File: src/rtl/alu_acu.sv
// Execute stage of the 8-bit processor: ALU, accumulator and registered
// Carry/Zero/Sign/Overflow/Parity flags. One-cycle latency and purely
// registered outputs. Reserved opcodes leave all state untouched.
module alu_acu #(
    parameter int data_width = 8
) (
    input  logic                  clk,
    input  logic                  rst_n,
    input  logic [3:0]            aluOper,
    input  logic                  ceAcu,
    input  logic [data_width-1:0] operandB,
    output logic [data_width-1:0] acu,
    output logic                  flag_c_out,
    output logic                  flag_z_out,
    output logic                  flag_s_out,
    output logic                  flag_v_out,
    output logic                  flag_p_out
);

    localparam int MSB = data_width - 1;

    localparam logic [3:0] OP_LOAD = 4'b0000;
    localparam logic [3:0] OP_INC  = 4'b0001;
    localparam logic [3:0] OP_ADD  = 4'b0010;
    localparam logic [3:0] OP_SUB  = 4'b0011;
    localparam logic [3:0] OP_AND  = 4'b0100;
    localparam logic [3:0] OP_OR   = 4'b0101;
    localparam logic [3:0] OP_XOR  = 4'b0110;
    localparam logic [3:0] OP_NOT  = 4'b0111;
    localparam logic [3:0] OP_ADDC = 4'b1000;
    localparam logic [3:0] OP_SUBC = 4'b1001;
    localparam logic [3:0] OP_DEC  = 4'b1010;

    logic [data_width:0]   sumExt;
    logic [MSB:0]          result;
    logic [MSB:0]          addend;
    logic [MSB:0]          one;
    logic [data_width:0]   carryInExt;
    logic                  carryNext;
    logic                  ovfNext;
    logic                  opValid;
    logic                  writeEn;

    assign one        = {{MSB{1'b0}}, 1'b1};
    assign carryInExt = {{data_width{1'b0}}, flag_c_out};

    // Result, carry/borrow and overflow for the selected operation.
    // For subtracts the (data_width+1)-bit difference wraps negative, so its
    // top bit is exactly the unsigned borrow.
    always_comb begin
        sumExt    = '0;
        result    = '0;
        addend    = '0;
        carryNext = flag_c_out;
        ovfNext   = flag_v_out;
        opValid   = 1'b1;
        case (aluOper)
            OP_LOAD: begin
                result = operandB;
            end
            OP_INC, OP_ADD, OP_ADDC: begin
                if (aluOper == OP_INC) begin
                    addend = one;
                    sumExt = {1'b0, acu} + {1'b0, one};
                end else if (aluOper == OP_ADD) begin
                    addend = operandB;
                    sumExt = {1'b0, acu} + {1'b0, operandB};
                end else begin
                    addend = operandB + {{MSB{1'b0}}, flag_c_out};
                    sumExt = {1'b0, acu} + {1'b0, operandB} + carryInExt;
                end
                result    = sumExt[MSB:0];
                carryNext = sumExt[data_width];
                ovfNext   = (acu[MSB] == addend[MSB]) && (result[MSB] != acu[MSB]);
            end
            OP_SUB, OP_SUBC, OP_DEC: begin
                if (aluOper == OP_DEC) begin
                    addend = one;
                    sumExt = {1'b0, acu} - {1'b0, one};
                end else if (aluOper == OP_SUB) begin
                    addend = operandB;
                    sumExt = {1'b0, acu} - {1'b0, operandB};
                end else begin
                    addend = operandB;
                    sumExt = {1'b0, acu} - {1'b0, operandB} - carryInExt;
                end
                result    = sumExt[MSB:0];
                carryNext = sumExt[data_width];
                ovfNext   = (acu[MSB] != addend[MSB]) && (result[MSB] != acu[MSB]);
            end
            OP_AND, OP_OR, OP_XOR, OP_NOT: begin
                if (aluOper == OP_AND) begin
                    result = acu & operandB;
                end else if (aluOper == OP_OR) begin
                    result = acu | operandB;
                end else if (aluOper == OP_XOR) begin
                    result = acu ^ operandB;
                end else begin
                    result = ~acu;
                end
                carryNext = 1'b0;
                ovfNext   = 1'b0;
            end
            default: begin
                opValid = 1'b0;
            end
        endcase
    end

    assign writeEn = ceAcu && opValid;

    // Accumulator and flag register; reset discards any pending write.
    always_ff @(posedge clk or negedge rst_n) begin
        if (!rst_n) begin
            acu        <= '0;
            flag_c_out <= 1'b0;
            flag_z_out <= 1'b0;
            flag_s_out <= 1'b0;
            flag_v_out <= 1'b0;
            flag_p_out <= 1'b0;
        end else if (writeEn) begin
            acu        <= result;
            flag_c_out <= carryNext;
            flag_z_out <= (result == '0);
            flag_s_out <= result[MSB];
            flag_v_out <= ovfNext;
            flag_p_out <= ~^result;
        end
    end

endmodule
File: config.mk
export PLATFORM = sky130hd
export DESIGN_NAME = alu_acu
export DESIGN_NICKNAME = d
export VERILOG_FILES = /design/src/rtl/alu_acu.sv
export SDC_FILE = /design/constraint.sdc
export NUM_CORES = 1
export LEC_CHECK = 0
export ABC_CLOCK_PERIOD_IN_PS = 10700
export CAP_MARGIN = 20
export CELL_PAD_IN_SITES_DETAIL_PLACEMENT = 1
export CELL_PAD_IN_SITES_GLOBAL_PLACEMENT = 1
export CORE_MARGIN = 4
export CORE_UTILIZATION = 40
export DETAILED_ROUTE_END_ITERATION = 7
export HOLD_SLACK_MARGIN = 0.03
export PLACE_DENSITY_LB_ADDON = 0.1
export REMOVE_ABC_BUFFERS = 1
export SYNTH_ARGS = -nofsm -noshare
export SYNTH_HDL_FRONTEND = slang
export SYNTH_SLANG_ARGS = --single-unit
File: constraint.sdc
create_clock -name clk -period 10.7 [get_ports clk]
set_clock_uncertainty 0.1 [all_clocks]
set_input_delay 1.07 -clock clk [delete_from_list [all_inputs] [get_ports clk]]
set_output_delay 1.07 -clock clk [all_outputs]
set_load 0.05 [all_outputs]
==> summary.md <==
| Metric | Value |
|---|---|
| Area of the multi-input gates | 2300 µm² |
| Synth Register Bits | 12 |
| Most frequent cells in the layout | nor2_1, ha_1, nand2_1 |
| Worst R2R Setup Slack | 6.42 ns |
| DRT antenna net count | 0 |
| DRT Pass-1 Iters | 5 |
| RSZ-0062 raised after global routing | no |
| Worst EP arrival | 4.83 ns |
| Pwr Total | 0.721 mW |
| Boundary pin count | 28 |
| Design area | 3180 µm² |
| Distinct cell type count after synthesis | 65 |
| YS warnings | 0 |
| Vias | 2851 |
| CTS tree | built |
| Critical path required time | 10.70 ns |
| Die H | 91.7 µm |
| WS Path Type | input pin to flop |
| Effective utilization at floorplan | 41.3% |
| Synth-to-Final Area Change | 13.5% |
| Antenna diode instance count | 0 |
| DIE WIDTH | 91.7 µm |
| Sequential cell area | 300 µm² |
| Startpoint types | input pin |
| Vias in the first global route | 2955 |
| Critical Path Fanout Max | 5 |
| Number of fill cells | 849 |
| Max Slew Vio Count | 0 |
| Share of cells above drive strength 1 | 5.87% |
| Power Density | 227 nW/µm² |
| Final Hold Viols | 0 |
| Post-layout util | 46.8% |
| Cts hold-fix bufs | 0 |
| Status | finished clean |
| Longest Clk Path Bufs | 2 |
| CTS Root Cell | clkbuf_8 |
| Worst Max-Slew Pin Slew | 0.944 ns |
| Sequential-to-total area share from yosys stat | 10.7% |
| DRC violations left | 0 |
| CTS buffer count | 3 |
| Mapped Avg Cell Area | 7.39 µm² |
| DR WL/cell | 20.0 µm |
| # Max-Cap Violations | 0 |
| Total die area | 8410 µm² |
| Synth Flop Type | dfrtp_1 |
| Worst-path clk slew | 0.05 ns |
| H-tree depth | 1 |
| Placed Area | 3110 µm² |
| Pleak | 1.26 nW |
| Placed cells | 483 |
| Skew-Pair Late Insertion Delay | 0.24 ns |
| Final Worst Setup Slack | 5.86 ns |
| Fin Hold WS | 0.379 ns |
| Core Footprint | 6790 µm² |
| Max Freq | 0.207 GHz |
| Post-synth top area share | 15.2% |
| Setup-failing EPs final | 0 |
| Synth async-reset ratio | 100% |
| Peak supply drop | 0.0806 mV |
| Post-Syn Area | 2800 µm² |
| Rows | 30 |
| Iter 0 DRT Violations | 191 |
| Final Cycle Share | 45.2% |
| Most common cell after layout, fill and taps aside | nor2_1 |
| Slew headroom | 36.5% |
| Nature of the critical path endpoint | flop |
| Clock Sinks | 12 |
| HP Class | flop to flop |
| Crit path time final | 4.84 ns |
| Antenna violations before repair | 0 |
| Biggest area consumer among synthesized cells | ha_1 |
| I/O Buffers | 27 |
| Overflow after GRT | 0 |
| First-pass GRT wire length | 15700 µm |
| Gr usage total | 23.5% |
| Largest cells by area after synthesis | ha_1, dfrtp_1, xnor2_1 |
| Final setup TNS | 0 ns |
| Post-CTS setup repair buffer count | 0 |
| Routability Congestion | 0.872 |
| Drt via density | 5.84 |
| Post-route insts no fill | 488 |
| Nets@finish | 444 |
| Pin count of the biggest net entering global routing | 25 |
| Post-detail-place hpwl | 7860 µm |
| Syn Inst Count | 379 |
| Number of flops mapped to enable cells by yosys | 0 |
| Post-CTS Resized | 0 |
| Routed wire length | 9780 µm |
| Setup WS pre-CTS | 5.60 ns |
[critical path, stage by stage]
cell and delay, ns:
clkdlybuf4s50_1 0.56, ha_1 0.20, inv_1 0.07, fa_1 0.42
nand2b_1 0.20, a21oi_1 0.26, xor2_1 0.30, or3_1 0.15
and3_1 0.16, a211oi_1 0.05, a2111oi_1 0.61, ha_1 0.36
xor2_1 0.20, xnor2_1 0.14, o21ai_0 0.09
[cell type report]
cell class | count | share of cell area [%]
timing repair buffer | 28 | 8.97
sequential | 12 | 9.44
multi-input combinational | 317 | 72.4
tap | 96 | 3.78
inverter | 31 | 3.66
clock buffer | 4 | 1.73
[metal layers]
metal,track usage [%],up-vias,routed length [µm]
met5,0,-,0
met4,4.08,0,134
met3,2.30,10,454
met2,41.1,60,4800
met1,31.7,1407,4390
li1,-,1374,-
[synth_stat cells (all sizes together) (3+ instances only)]
cell,n
nand2b,6
a211oi,7
xor2,6
clkbuf,12
nand4,7
mux4,5
a221oi,3
buf,7
or3,4
nor2,39
xnor2,31
nand2,33
nand3,13
nor4,5
nor3,12
nor3b,3
a21o,3
dfrtp,12
inv,31
and3,3
a21oi,24
ha,34
nor2b,5
and2,4
o21ai,24
mux2i,7
[power breakdown]
part           switching [mW]  internal, mW
clock                  0.0174        0.0326
combinational           0.337         0.231
sequential             0.0428        0.0596
total                   0.397         0.324
[state kept, by name, indices dropped and copies added (netlist names)]
signal / flops
flag_z_out: 1
flag_p_out: 1
flag_c_out: 1
acu: 8
flag_v_out: 1
[cells by family after synthesis]
logic type	Yosys count	synth area share, %
compound gates	88	20.4
xor+xnor	37	11.8
fa+ha+maj	36	16.6
buf+inv	50	7.32
flops	12	10.7
mux	14	7.46
simple gates	142	25.7
[final timing paths]
check	from	end	cells past startpoint
worst max-delay path	operandB[0]	flag_p_out$_DFFE_PN0P_	15
worst min-delay path	flag_z_out$_DFFE_PN0P_	flag_z_out$_DFFE_PN0P_	2
worst max register to register	acu[2]$_DFFE_PN0P_	flag_p_out$_DFFE_PN0P_	14
worst min register to register	flag_z_out$_DFFE_PN0P_	flag_z_out$_DFFE_PN0P_	2
max in group asynchronous	rst_n	acu[4]$_DFFE_PN0P_	1
min in group asynchronous	rst_n	acu[1]$_DFFE_PN0P_	1
No activity file was read; power rests on OpenSTA's default activity.
